### config.mk
export PLATFORM = sky130hd
export DESIGN_NAME = assign_label_flat
export DESIGN_NICKNAME = d
export VERILOG_FILES = /design/src/rtl/assign_label_if.sv /design/src/rtl/assign_label.sv /design/src/flat_wrapper.sv
export SDC_FILE = /design/constraint.sdc
export NUM_CORES = 1
export LEC_CHECK = 0
export BUFFER_PORTS_ARGS = -buffer_cell sky130_fd_sc_hd__clkbuf_2
export CAP_MARGIN = 20
export CORE_ASPECT_RATIO = 0.75
export CORE_UTILIZATION = 45
export CTS_BUF_LIST = sky130_fd_sc_hd__clkbuf_8
export DETAILED_ROUTE_END_ITERATION = 7
export GPL_ROUTABILITY_DRIVEN = 0
export GPL_TIMING_DRIVEN = 0
export HOLD_SLACK_MARGIN = 0.15
export PLACE_DENSITY = 0.65
export SLEW_MARGIN = 20
export SYNTH_ARGS = -nofsm -noshare
export SYNTH_HDL_FRONTEND = slang
export SYNTH_SLANG_ARGS = --single-unit
### constraint.sdc
create_clock -name clk -period 4 [get_ports clk]
set_input_delay 0.4 -clock clk [delete_from_list [all_inputs] [get_ports clk]]
set_output_delay 0.4 -clock clk [all_outputs]
set_load 0.03 [all_outputs]
### src/rtl/assign_label_if.sv
// Distance-sample and result bundle for assign_label; counter signals exist only
// when ASSIGN_LABEL_CNT_EN is defined.
interface assign_label_if #(
  parameter int DOUBLE_WIDTH  = 32,
  parameter int LOG_NUM_LABEL = 3
`ifdef ASSIGN_LABEL_CNT_EN
  ,
  parameter int LOG_DEPTH     = 10
`endif
);
  logic                     enable;
  logic [DOUBLE_WIDTH:0]    dist0;
  logic [DOUBLE_WIDTH:0]    dist1;
  logic [DOUBLE_WIDTH:0]    dist2;
  logic [DOUBLE_WIDTH:0]    dist3;
  logic [DOUBLE_WIDTH:0]    dist4;
  logic [DOUBLE_WIDTH:0]    dist5;
  logic [DOUBLE_WIDTH:0]    dist6;
  logic [DOUBLE_WIDTH:0]    dist7;
  logic [LOG_NUM_LABEL-1:0] label;
  logic [DOUBLE_WIDTH:0]    min_dist;
  logic                     valid_out;

`ifdef ASSIGN_LABEL_CNT_EN
  logic                     clear_cnt;
  logic [LOG_DEPTH:0]       cnt0;
  logic [LOG_DEPTH:0]       cnt1;
  logic [LOG_DEPTH:0]       cnt2;
  logic [LOG_DEPTH:0]       cnt3;
  logic [LOG_DEPTH:0]       cnt4;
  logic [LOG_DEPTH:0]       cnt5;
  logic [LOG_DEPTH:0]       cnt6;
  logic [LOG_DEPTH:0]       cnt7;

  modport master (
    output enable, dist0, dist1, dist2, dist3, dist4, dist5, dist6, dist7, clear_cnt,
    input  label, min_dist, valid_out, cnt0, cnt1, cnt2, cnt3, cnt4, cnt5, cnt6, cnt7
  );
  modport slave (
    input  enable, dist0, dist1, dist2, dist3, dist4, dist5, dist6, dist7, clear_cnt,
    output label, min_dist, valid_out, cnt0, cnt1, cnt2, cnt3, cnt4, cnt5, cnt6, cnt7
  );
`else
  modport master (
    output enable, dist0, dist1, dist2, dist3, dist4, dist5, dist6, dist7,
    input  label, min_dist, valid_out
  );
  modport slave (
    input  enable, dist0, dist1, dist2, dist3, dist4, dist5, dist6, dist7,
    output label, min_dist, valid_out
  );
`endif
endinterface

### src/rtl/assign_label.sv
// Nearest-centre selector: registered input stage plus 3-stage min tree, valid out 3 edges after
// enable is sampled, no backpressure. ASSIGN_LABEL_CNT_EN adds saturating per-label hit counters.
module assign_label #(
  parameter int DOUBLE_WIDTH  = 32,
  parameter int NUM_LABEL     = 8,
  parameter int LOG_NUM_LABEL = 3
`ifdef ASSIGN_LABEL_CNT_EN
  ,
  parameter int LOG_DEPTH     = 10
`endif
) (
  input logic           clk,
  input logic           rst,
  assign_label_if.slave bus
);
  localparam int DW = DOUBLE_WIDTH + 1;

  typedef struct packed {
    logic [DW-1:0]            d;
    logic [LOG_NUM_LABEL-1:0] idx;
  } cand_t;

  // lo always carries the smaller original index, so ties resolve to it
  function automatic cand_t pick(input cand_t lo, input cand_t hi);
    return (hi.d < lo.d) ? hi : lo;
  endfunction

  logic [DW-1:0] w_dist [NUM_LABEL];
  assign w_dist[0] = bus.dist0;
  assign w_dist[1] = bus.dist1;
  assign w_dist[2] = bus.dist2;
  assign w_dist[3] = bus.dist3;
  assign w_dist[4] = bus.dist4;
  assign w_dist[5] = bus.dist5;
  assign w_dist[6] = bus.dist6;
  assign w_dist[7] = bus.dist7;

  cand_t r_s0 [NUM_LABEL];
  cand_t r_s1 [NUM_LABEL/2];
  cand_t r_s2 [NUM_LABEL/4];
  logic  r_v0;
  logic  r_v1;
  logic  r_v2;
  logic  r_v3;
  logic [LOG_NUM_LABEL-1:0] r_label;
  logic [DW-1:0]            r_min;
  cand_t w_fin;

  always_ff @(posedge clk) begin
    if (rst) begin
      r_v0 <= 1'b0;
      r_v1 <= 1'b0;
      r_v2 <= 1'b0;
    end else begin
      r_v0 <= bus.enable;
      r_v1 <= r_v0;
      r_v2 <= r_v1;
    end
  end

  // Data stages only load behind a valid token; bubbles leave them untouched
  always_ff @(posedge clk) begin
    if (bus.enable) begin
      for (int k = 0; k < NUM_LABEL; k++) begin
        r_s0[k] <= {w_dist[k], LOG_NUM_LABEL'(k)};
      end
    end
    if (r_v0) begin
      for (int k = 0; k < NUM_LABEL/2; k++) begin
        r_s1[k] <= pick(r_s0[2*k], r_s0[2*k+1]);
      end
    end
    if (r_v1) begin
      for (int k = 0; k < NUM_LABEL/4; k++) begin
        r_s2[k] <= pick(r_s1[2*k], r_s1[2*k+1]);
      end
    end
  end

  assign w_fin = pick(r_s2[0], r_s2[1]);

  always_ff @(posedge clk) begin
    if (rst) begin
      r_v3    <= 1'b0;
      r_label <= '0;
      r_min   <= '0;
    end else begin
      r_v3 <= r_v2;
      if (r_v2) begin
        r_label <= w_fin.idx;
        r_min   <= w_fin.d;
      end
    end
  end

  assign bus.valid_out = r_v3;
  assign bus.label     = r_label;
  assign bus.min_dist  = r_min;

`ifdef ASSIGN_LABEL_CNT_EN
  localparam int CNT_W = LOG_DEPTH + 1;

  logic [CNT_W-1:0] r_cnt [NUM_LABEL];

  // clear beats a coincident increment; counters stick at all-ones
  always_ff @(posedge clk) begin
    if (rst || bus.clear_cnt) begin
      for (int k = 0; k < NUM_LABEL; k++) begin
        r_cnt[k] <= '0;
      end
    end else if (r_v3 && (r_cnt[r_label] != {CNT_W{1'b1}})) begin
      r_cnt[r_label] <= r_cnt[r_label] + CNT_W'(1);
    end
  end

  assign bus.cnt0 = r_cnt[0];
  assign bus.cnt1 = r_cnt[1];
  assign bus.cnt2 = r_cnt[2];
  assign bus.cnt3 = r_cnt[3];
  assign bus.cnt4 = r_cnt[4];
  assign bus.cnt5 = r_cnt[5];
  assign bus.cnt6 = r_cnt[6];
  assign bus.cnt7 = r_cnt[7];
`endif
endmodule

### src/flat_wrapper.sv
// flat-port wrapper written by rule: the top's interface ports become plain ports
module assign_label_flat 
#(
  parameter int DOUBLE_WIDTH  = 32,
  parameter int NUM_LABEL     = 8,
  parameter int LOG_NUM_LABEL = 3

)
  (clk, rst, bus_enable, bus_dist0, bus_dist1, bus_dist2, bus_dist3, bus_dist4, bus_dist5, bus_dist6, bus_dist7, bus_label, bus_min_dist, bus_valid_out);
  input logic clk;
  input logic rst;
  input wire logic [$bits(bus_i.enable)-1:0] bus_enable;
  input wire logic [$bits(bus_i.dist0)-1:0] bus_dist0;
  input wire logic [$bits(bus_i.dist1)-1:0] bus_dist1;
  input wire logic [$bits(bus_i.dist2)-1:0] bus_dist2;
  input wire logic [$bits(bus_i.dist3)-1:0] bus_dist3;
  input wire logic [$bits(bus_i.dist4)-1:0] bus_dist4;
  input wire logic [$bits(bus_i.dist5)-1:0] bus_dist5;
  input wire logic [$bits(bus_i.dist6)-1:0] bus_dist6;
  input wire logic [$bits(bus_i.dist7)-1:0] bus_dist7;
  output wire logic [$bits(bus_i.label)-1:0] bus_label;
  output wire logic [$bits(bus_i.min_dist)-1:0] bus_min_dist;
  output wire logic [$bits(bus_i.valid_out)-1:0] bus_valid_out;
  assign_label_if #(.DOUBLE_WIDTH(DOUBLE_WIDTH), .LOG_NUM_LABEL(LOG_NUM_LABEL)) bus_i ();
  assign bus_i.enable = bus_enable;
  assign bus_i.dist0 = bus_dist0;
  assign bus_i.dist1 = bus_dist1;
  assign bus_i.dist2 = bus_dist2;
  assign bus_i.dist3 = bus_dist3;
  assign bus_i.dist4 = bus_dist4;
  assign bus_i.dist5 = bus_dist5;
  assign bus_i.dist6 = bus_dist6;
  assign bus_i.dist7 = bus_dist7;
  assign bus_label = bus_i.label;
  assign bus_min_dist = bus_i.min_dist;
  assign bus_valid_out = bus_i.valid_out;
  assign_label #(.DOUBLE_WIDTH(DOUBLE_WIDTH), .NUM_LABEL(NUM_LABEL), .LOG_NUM_LABEL(LOG_NUM_LABEL)) u_core (.clk(clk), .rst(rst), .bus(bus_i));
endmodule
**Word-level counts from Yosys, hierarchy flattened**

Memory sizes are Yosys's and may differ from the RTL's.
Index checks and enable logic that the tools add are counted.

- Add/sub/neg operators: 0
- Multiply operators: 0
- Divide/modulo/power cells: 0
- Magnitude comparators: 7
- Equal/unequal tests: 0
- Shift operators: 0
- Muxes and demuxes: 13
- Bitwise operators: 0
- Reductions and logical operators: 0

Operator list:

| operator | count |
|---|---|
| $mux 36 | 7 |
| $lt 33x33->1 | 7 |
| $mux 1 | 6 |

- Register bits: 40
- Bits in latches: 0
- RAM bits: 504
- Memory bits (read-only): 0
- Input port bits: 267
- Output and inout bits: 37
- Logic and storage cells: 29
- Memories: 3

Memories:

| memory | words | width | read ports | clocked after memory_dff | wr ports | line | source |
|---|---|---|---|---|---|---|---|
| u_core.r_s0 | 8 | 36 | 8 | 0 | 8 | assign_label.sv:38 | `cand_t r_s0 [NUM_LABEL];` |
| u_core.r_s1 | 4 | 36 | 4 | 0 | 4 | assign_label.sv:39 | `cand_t r_s1 [NUM_LABEL/2];` |
| u_core.r_s2 | 2 | 36 | 2 | 0 | 2 | assign_label.sv:40 | `cand_t r_s2 [NUM_LABEL/4];` |

**Logic depth before layout (Yosys ltp)**

Gate-level depths: netlist of the first run.

- Depth in word-level cells: 2
- Mapped depth: 11
- Mapped depth without buffers: 9

**Least setup slack after synthesis of the first run**

Ideal clock, no wire load.

- Path type: reg-to-reg
- Start point: register u_core.r_v0
- End point: memory u_core.r_s1[0][0] in the netlist's numbering, enable pin
- Setup time: 0.508 ns
- Data arrival time: 3.261 ns
- Required time: 3.492 ns
- Slack: 0.231 ns
- Stages on the path, launching flop included: 1
- Path buffers: 0
- Period minus slack after synthesis: 3.769 ns
- Path through: dfxtp_1

RTL lines:

| what | line | source |
|---|---|---|
| start: declaration | assign_label.sv:41 | `logic r_v0;` |
| start signal: assignment | assign_label.sv:55 | `r_v0 <= bus.enable;` |
| end: declaration | assign_label.sv:39 |  |

==> results of run 1 <==
cell type report:
class / instances / area (µm²) / share of cell area (%)
Sequential cell: 510 / 14900 / 45.8
Multi-Input combinational cell: 1242 / 9500 / 29.1
Timing Repair Buffer: 575 / 4330 / 13.3
Clock buffer: 95 / 1310 / 4.01
Tap cell: 731 / 915 / 2.80
Inverter: 232 / 871 / 2.67
Buffer: 96 / 507 / 1.55
Clock inverter: 52 / 262 / 0.802
Antenna cell: 2 / 5.00 / 0.0153
logic make-up (layout without fill, tap and decap cells):
logic type                 after synthesis  in the layout  synth area share (%)
AOI/OAI and AO/OA                      367            367                  10.7
adders and majority gates              224            224                  10.9
buffers and inverters                  328           1050                  5.34
DFF                                    510            510                  57.9
muxes                                  134            134                  5.99
other                                    0              2                     0
and+or+nand+nor                        517            517                  9.25
layer usage:
metal / track usage (%) / wire length [µm]
met1: 33.4 / 31400
met2: 36.4 / 30900
met3: 6.10 / 5920
met4: 8.74 / 2270
met5: 0 / 0
worst register-to-register path, stage by stage (launching register included):
cell and delay (ns):
edfxtp_1 0.39, inv_1 0.08, ha_1 0.31, a21oi_1 0.07, o21ai_0 0.69, a41oi_1 0.11
nor3_1 0.56, o21a_1 0.27, buf_1 0.57, nor2_1 0.11, a311o_1 0.37
synth_stat cells, types with 31 or more instances:
cell type  instances
o211ai_1          70
nor2_1           128
clkbuf_1          51
mux2_2           118
a21o_1            35
a21oi_1           75
nand3_1          143
a311oi_1          35
edfxtp_1         470
o21ai_0           37
ha_1             224
a311o_1           67
dfxtp_1           40
inv_1            232
nand2_1          167
nand4_1           31
registers in the layout (all words and copies together) (netlist names):
| register | cells |
|---|---|
| u_core.r_v2 | 1 |
| u_core.bus.label | 3 |
| u_core.r_v0 | 1 |
| u_core.r_s2 | 70 |
| u_core.bus.valid_out | 1 |
| u_core.r_v1 | 1 |
| u_core.r_s1 | 136 |
| u_core.bus.min_dist | 33 |
| u_core.r_s0 | 264 |
power by group:
part | total [mW] | leakage (nW) | internal (mW) | switching [mW]
registers | 6.72 | 4.83 | 6.40 | 0.321
logic | 2.71 | 8.00 | 1.27 | 1.43
clock network | 4.36 | 0.890 | 2.23 | 2.13
final timing paths:
path / from / endpoint / slack, ns / cells past startpoint
max: u_core.r_s0[1][89] / u_core.r_s1[3][19] / 0.19 / 10
min: rst / u_core.bus.min_dist[26] / 0.22 / 2
max reg2reg: u_core.r_s0[1][89] / u_core.r_s1[3][19] / 0.19 / 10
min reg2reg: u_core.bus.min_dist[28] / u_core.bus.min_dist[28] / 0.49 / 2
repair_timing:
| action | 4_1_cts | 5_1_grt |
|---|---|---|
| hold endpoints to repair | 270 | 0 |
| setup endpoints to repair | 31 | 29 |
| hold buffers | 265 | 0 |
| buffers inserted | 0 | 2 |
| cloned | 0 | 0 |
| pin swaps | 0 | 1 |
| gates resized for setup | 1 | 0 |
==> flow_summary.yaml, run 1 <==
run_status:
  status: "finished clean"
floorplan:
  core_um2: 56200
  rows: 75
  dieArea_um2: 58300
  fp.dieW_um: 278
  die_y_um: 209
  ios: 304
  start_util_pct: 45.9
critical_path:
  critPathMaxStageDelay_ns: 0.69
  slowest_stage: "o21ai_0"
  required_ns: 4.39
  path_cells: "inv_1 -> ha_1 -> a21oi_1 -> o21ai_0 -> a41oi_1 -> nor3_1 -> o21a_1 -> buf_1 -> nor2_1 -> a311o_1"
  crit_arrival_ns: 4.20
  worst-setup-path-type: "register to register"
  cp_top_family: "compound AO/OA/AOI/OAI gates"
  cp_num_buf_inv: 2
  cp_max_fo: 10
  cp-start-kind: "register"
  worstSetupEndpointType: "register"
sta:
  tightestPinTransition_ns: 0.894
  maxSlewHeadroom_pct: 39.5
  fmax_ghz: 0.263
  skew_ns: 0.0372
  setup_slack_ns: 0.192
  final-max-slew-violation-count: 0
  setup-tns-final_ns: 0
  rsz0062_at_grt: "false"
  min_period_ns: 3.81
  hold_violations: 0
  holdWs_ns: 0.222
  setup_viol: 0
  post-route-period-util_pct: 95.2
global_routing:
  globalRouteOverflowTotal: 0
  grt_max_degree: 100
  antenna_found_initial: 3
  grt_pass1_wl_um: 108000
  grt_pass1_vias: 19500
  track_usage_pct: 24.1
clocking:
  cts_max_path_buffers: 3
  htree_levels: 3
  cts_sinks: 510
  cts_buffers: 83
  clk_pin_slew_ns: 0.08
  cts_tree: "built"
  root_buffer: "clkbuf_8"
  clkLatencyLatePin_ns: 0.68
yosys:
  synth_top_area_cell: "edfxtp_1"
  synth_area_leaders: "edfxtp_1, ha_1, mux2_2"
  ys_async_sr_fraction_pct: 0
  syn_avg_cell_area_um2: 12.4
  yosys_warnings: 0
  synth_edf_count: 470
  syn-num-nets: 2571
  synthFlopType: "edfxtp_1"
  synth_cell_types: 50
  ys_seq_elements: 510
  synthesis.area_um2: 25800
  yosysSeqAreaShare_pct: 57.9
  synth.top_cell.area_share_pct: 54.7
  netlist_instances: 2080
final_layout:
  drive_above_1_share_pct: 21.3
  area_growth_pct: 26.5
  fin_nets: 3231
  final_common_cell: "edfxtp_1"
  finalNonFillerCells: 3535
  nFillCells: 4422
  post-route-util_pct: 58.0
  post-route-cell-area_um2: 32600
  mostFrequentLayoutCells: "edfxtp_1, clkbuf_2, dlygate4sd3_1"
run:
  cap_violations: 0
detailed_routing:
  firstDrtPassIters: 7
  ant_nets: 0
  finalWirelength_um: 70500
  post-route-drc-count: 0
  drt_iter0_markers: 1730
  num_vias: 19400
  wl_per_cell_um: 19.9
  via_per_inst: 5.47
power_and_ir_drop:
  powerDensity_nw_per_um2: 423
  p_total_mw: 13.8
  leakage_nw: 13.7
  vdd_drop_max_uv: 262
placed_design:
  hpwl_um: 50300
  placed_cell_area_um2: 28400
  post-place-cells: 3119
  pre_cts_slack_ns: -0.189
  port_buffers: 302
hold_path:
  hold_class: "primary input to register"
Power figures use the tool's default switching activity.
==> inputs of run 2 (changes only) <==
--- a/config.mk
+++ b/config.mk
@@ -8,13 +8,13 @@
 export BUFFER_PORTS_ARGS = -buffer_cell sky130_fd_sc_hd__clkbuf_2
 export CAP_MARGIN = 20
 export CORE_ASPECT_RATIO = 0.75
-export CORE_UTILIZATION = 45
+export CORE_UTILIZATION = 50
 export CTS_BUF_LIST = sky130_fd_sc_hd__clkbuf_8
 export DETAILED_ROUTE_END_ITERATION = 7
 export GPL_ROUTABILITY_DRIVEN = 0
 export GPL_TIMING_DRIVEN = 0
 export HOLD_SLACK_MARGIN = 0.15
-export PLACE_DENSITY = 0.65
+export PLACE_DENSITY = 0.71
 export SLEW_MARGIN = 20
 export SYNTH_ARGS = -nofsm -noshare
 export SYNTH_HDL_FRONTEND = slang
==> constraint.sdc (replaced) <==
create_clock -name clk -period 3.26 [get_ports clk]
set_input_delay 0.326 -clock clk [delete_from_list [all_inputs] [get_ports clk]]
set_output_delay 0.326 -clock clk [all_outputs]
set_load 0.03 [all_outputs]
==> flow_summary.yaml, run 2 (synthesis results as in run 1) <==
run_status:
  status: "complete, but fails checks"
  violations: "setup timing"
final_layout:
  final_common_cell: "edfxtp_1"
  mostFrequentLayoutCells: "edfxtp_1, clkbuf_2, dlygate4sd3_1"
  seqCellArea_um2: 14900
  multi_input_comb_area_um2: 9730
  drive_above_1_share_pct: 22.3
  fin_nets: 3250
  area_growth_pct: 28.2
  reg.largest.list: "u_core.r_s0 x264, u_core.r_s1 x136, u_core.r_s2 x70"
  post-route-util_pct: 65.4
  post-route-cell-area_um2: 33000
  top_register: "u_core.r_s0"
  largest_register_ffs: 264
  nFillCells: 3681
placed_design:
  placed_cell_area_um2: 28300
  hpwl_um: 49400
  port_buffers: 302
  pre_cts_slack_ns: -1.40
detailed_routing:
  num_vias: 19900
  ant_nets: 0
  wl_per_cell_um: 20.6
  drt_iter0_markers: 2221
  finalWirelength_um: 71800
  firstDrtPassIters: 7
  via_per_inst: 5.71
  post-route-drc-count: 0
critical_path:
  worstSetupEndpointType: "register"
  path_cells: "ha_4 -> nand4_1 -> nor4_4 -> o21ai_2 -> a31oi_4 -> nor4bb_4 -> o31ai_4 -> buf_12 -> buf_12 -> mux2_2"
  slowest_stage: "nor4_4"
  critPathMaxStageDelay_ns: 0.62
  cpMostUsedCell: "buf_12"
  cp-start-kind: "register"
  worst-setup-path-type: "register to register"
  crit_arrival_ns: 3.92
  required_ns: 3.68
  cp_num_buf_inv: 2
  cp_max_fo: 5
  cp_top_family: "simple AND/OR/NAND/NOR gates"
clocking:
  htree_levels: 3
  clk_pin_slew_ns: 0.07
  clkLatencyLatePin_ns: 0.70
  root_buffer: "clkbuf_8"
  cts_tree: "built"
  cts_sinks: 510
  cts_buffers: 82
  cts_max_path_buffers: 3
floorplan:
  ios: 304
  start_util_pct: 51.0
  core_um2: 50500
  dieArea_um2: 52500
  fp.dieW_um: 264
  rows: 71
  die_y_um: 199
sta:
  final-max-slew-violation-count: 0
  maxSlewHeadroom_pct: 53.4
  hold_violations: 0
  fmax_ghz: 0.286
  setup_slack_ns: -0.238
  holdWs_ns: 0.247
  tightestPinTransition_ns: 0.697
  setup_viol: 33
  skew_ns: 0.0414
  rsz0062_at_grt: "true"
  min_period_ns: 3.50
  post-route-period-util_pct: 107
global_routing:
  grt_max_degree: 98
  antenna_found_initial: 1
  grt_pass1_wl_um: 109000
  grt_pass1_vias: 19700
  track_usage_pct: 27.1
  globalRouteOverflowTotal: 0
hold_path:
  hold_class: "primary input to register"
power_and_ir_drop:
  leakage_nw: 14.0
  vdd_drop_max_uv: 344
  p_total_mw: 17.3
  powerDensity_nw_per_um2: 522
run:
  cap_violations: 0
==> run 2: cell types whose count changed in the layout (fill, tap and decap cells not counted), moves of 3 or more <==
cell / before / now
clkbuf_2: 301 / 306
buf_1: 10 / 6
clkbuf_8: 96 / 88
mux2_2: 118 / 89
buf_4: 4 / 17
mux2_4: 10 / 40
ha_4: 0 / 4
buf_12: 1 / 5
inv_1: 258 / 255
bufinv_16: 1 / 4
clkinv_1: 14 / 23
ha_1: 224 / 220
==> run 2: final cells by class <==
type	count	area share, %
antenna	2	0.0151
buffer	96	1.62
clock buffer	87	3.62
clock inverter	63	1.20
inverter	232	2.64
multi-input combinational	1242	29.5
sequential	510	45.2
tap	657	2.49
timing repair buffer	595	13.8
==> run 2: worst reg2reg max path: stages (launching register included) <==
cell and delay [ns]:
edfxtp_1 0.44, ha_4 0.30, nand4_1 0.19, nor4_4 0.62, o21ai_2 0.16, a31oi_4 0.36, nor4bb_4 0.18, o31ai_4 0.29
buf_12 0.20, buf_12 0.15, mux2_2 0.35
==> run 2: final timing paths <==
check	from	end	slack, ns	cells after the start
worst max-delay path	u_core.r_s0[1][56]	u_core.r_s1[2][21]	-0.24	10
worst min-delay path	bus_enable	u_core.r_s0[0][19]	0.25	1
worst max register to register	u_core.r_s0[1][56]	u_core.r_s1[2][21]	-0.24	10
worst min register to register	u_core.bus.min_dist[17]	u_core.bus.min_dist[17]	0.49	2
==> run 2: power breakdown <==
part	switching [mW]	total, mW	leakage (nW)	internal [mW]
registers	0.417	8.27	4.83	7.85
clock network	2.66	5.46	0.897	2.81
logic	1.82	3.53	8.29	1.71
total	4.89	17.3	14.0	12.4
==> run 2: metrics by stage <==
stage | setup TNS [ns] | instances
floorplan | 0 | 2080
global placement | -599.40 | 3039
detailed placement | -45.71 | 3044
CTS | -4.48 | 3475
global route | -8.92 | 3483
finish | -6.08 | 3484
==> run 2: metal layers <==
layer  track usage (%)  vias to the layer above  routed length [µm]
met5                 0                        -                   0
li1                  -                     9166                   -
met2              41.3                      998               31400
met1              38.0                     9551               31700
met3              6.05                      184                6240
met4              10.2                        0                2450
==> run 2: timing repair <==
| item | 4_1_cts | 5_1_grt |
|---|---|---|
| resized for setup | 40 | 26 |
| buffers inserted | 14 | 6 |
| setup endpoints to repair | 63 | 155 |
| hold buffers | 265 | 0 |
| pin swaps | 7 | 8 |
| hold endpoints to repair | 304 | 0 |
| gates cloned | 2 | 1 |
==> inputs of run 3 (changes only) <==
--- a/config.mk
+++ b/config.mk
@@ -15,7 +15,9 @@
 export GPL_TIMING_DRIVEN = 0
 export HOLD_SLACK_MARGIN = 0.15
 export PLACE_DENSITY = 0.71
+export REMOVE_ABC_BUFFERS = 1
 export SLEW_MARGIN = 20
 export SYNTH_ARGS = -nofsm -noshare
 export SYNTH_HDL_FRONTEND = slang
 export SYNTH_SLANG_ARGS = --single-unit
+export TNS_END_PERCENT = 1
==> flow_summary.yaml, run 3 (synthesis results as in run 1) <==
run_status:
  status: "complete, but fails checks"
  violations: "setup timing"
global_routing:
  grt_pass1_vias: 19700
  track_usage_pct: 24.8
  antenna_found_initial: 1
  grt_max_degree: 96
  grt_pass1_wl_um: 102000
  globalRouteOverflowTotal: 0
detailed_routing:
  drt_iter0_markers: 1287
  finalWirelength_um: 65800
  via_per_inst: 5.61
  ant_nets: 0
  post-route-drc-count: 0
  num_vias: 19200
  wl_per_cell_um: 19.3
  firstDrtPassIters: 5
sta:
  skew_ns: 0.0232
  final-max-slew-violation-count: 0
  setup_slack_ns: -0.100
  post-route-period-util_pct: 103
  rsz0062_at_grt: "true"
  setup_viol: 23
  maxSlewHeadroom_pct: 35.1
  fmax_ghz: 0.298
  min_period_ns: 3.36
  hold_violations: 0
  tightestPinTransition_ns: 0.973
floorplan:
  ios: 304
  rows: 71
  start_util_pct: 51.0
  die_y_um: 199
  core_um2: 50500
  fp.dieW_um: 264
  dieArea_um2: 52500
final_layout:
  final_common_cell: "edfxtp_1"
  reg.largest.list: "u_core.r_s0 x264, u_core.r_s1 x136, u_core.r_s2 x70"
  largest_register_ffs: 264
  drive_above_1_share_pct: 23.4
  fin_nets: 3182
  nFillCells: 3685
  top_register: "u_core.r_s0"
  finalNonFillerCells: 3416
  mostFrequentLayoutCells: "edfxtp_1, clkbuf_2, dlygate4sd3_1"
  area_growth_pct: 27.8
critical_path:
  required_ns: 3.67
  critPathMaxStageDelay_ns: 0.42
  slowest_stage: "nor4_4"
  cp_num_buf_inv: 2
  cp_max_fo: 14
  cpMostUsedCell: "buf_8"
  cp_top_family: "simple AND/OR/NAND/NOR gates"
  worst-setup-path-type: "register to register"
  cp-start-kind: "register"
  crit_arrival_ns: 3.77
  path_cells: "ha_1 -> nand4_1 -> nor4_4 -> o21ai_1 -> a31oi_2 -> nor4bb_2 -> o31ai_4 -> buf_8 -> buf_8 -> mux2_2"
  worstSetupEndpointType: "register"
clocking:
  htree_levels: 3
  cts_max_path_buffers: 3
  cts_tree: "built"
  root_buffer: "clkbuf_8"
  clk_pin_slew_ns: 0.06
  clkLatencyLatePin_ns: 0.67
  cts_sinks: 510
  cts_buffers: 81
placed_design:
  hpwl_um: 42000
  post-place-cells: 2969
  port_buffers: 303
  pre_cts_slack_ns: -0.988
power_and_ir_drop:
  vdd_drop_max_uv: 331
  leakage_nw: 13.9
  powerDensity_nw_per_um2: 523
run:
  cap_violations: 0
hold_path:
  hold_class: "primary input to register"
==> run 3: report_power, final <==
group / internal, mW / leakage, nW / switching [mW]
clock network: 2.92 / 0.936 / 2.62
logic: 1.71 / 8.13 / 1.78
registers: 7.85 / 4.83 / 0.350
total: 12.5 / 13.9 / 4.75
==> run 3: path summary, 6_finish.rpt <==
kind                                         startpoint  cells past startpoint                       to  slack [ns]
worst max-delay path                u_core.r_s0[0][131]                     10       u_core.r_s1[1][19]       -0.10
worst min-delay path                         bus_enable                      1       u_core.r_s0[1][13]        0.29
worst max register to register      u_core.r_s0[0][131]                     10       u_core.r_s1[1][19]       -0.10
worst min register to register  u_core.bus.min_dist[22]                      2  u_core.bus.min_dist[22]        0.48
==> run 3: final cells by class <==
class	instances	area (µm²)	share of cell area [%]
multi-input combinational	1242	9820	29.8
tap	657	822	2.49
clock buffer	96	1320	4.01
sequential	510	14900	45.3
clock inverter	54	307	0.930
antenna	1	2.50	0.00760
inverter	232	871	2.64
timing repair buffer	624	4880	14.8
==> run 3: timing repair <==
| item | in CTS | in global routing |
|---|---|---|
| cloned | 0 | 1 |
| resized for setup | 19 | 34 |
| setup endpoints to repair | 135 | 191 |
| pin swaps | 9 | 13 |
| hold endpoints to repair | 264 | 0 |
| buffers inserted | 8 | 23 |
| hold buffers | 264 | 0 |
==> run 3: layer usage <==
layer | track usage, % | wire (µm) | vias up
met5 | 0 | 0 | -
met4 | 9.43 | 2180 | 0
met3 | 5.41 | 4210 | 171
met2 | 41.7 | 32000 | 732
met1 | 31.4 | 27400 | 9240
li1 | - | - | 9020
==> run 3: metrics by stage <==
stage,instance area (µm²),utilization [%],total power [mW],hold slack [ns],setup TNS [ns]
after detailed placement,28100,55.7,11.3,0.477,-60.14
after global routing,32900,65.2,18.0,0.284,-6.76
after CTS,32600,64.5,17.1,0.258,-0.0326
after floorplan,25300,-,10.1,0.398,-222.73
final,32900,65.2,17.2,0.291,-1.15
after global placement,27600,54.6,11.1,0.470,-1213.82
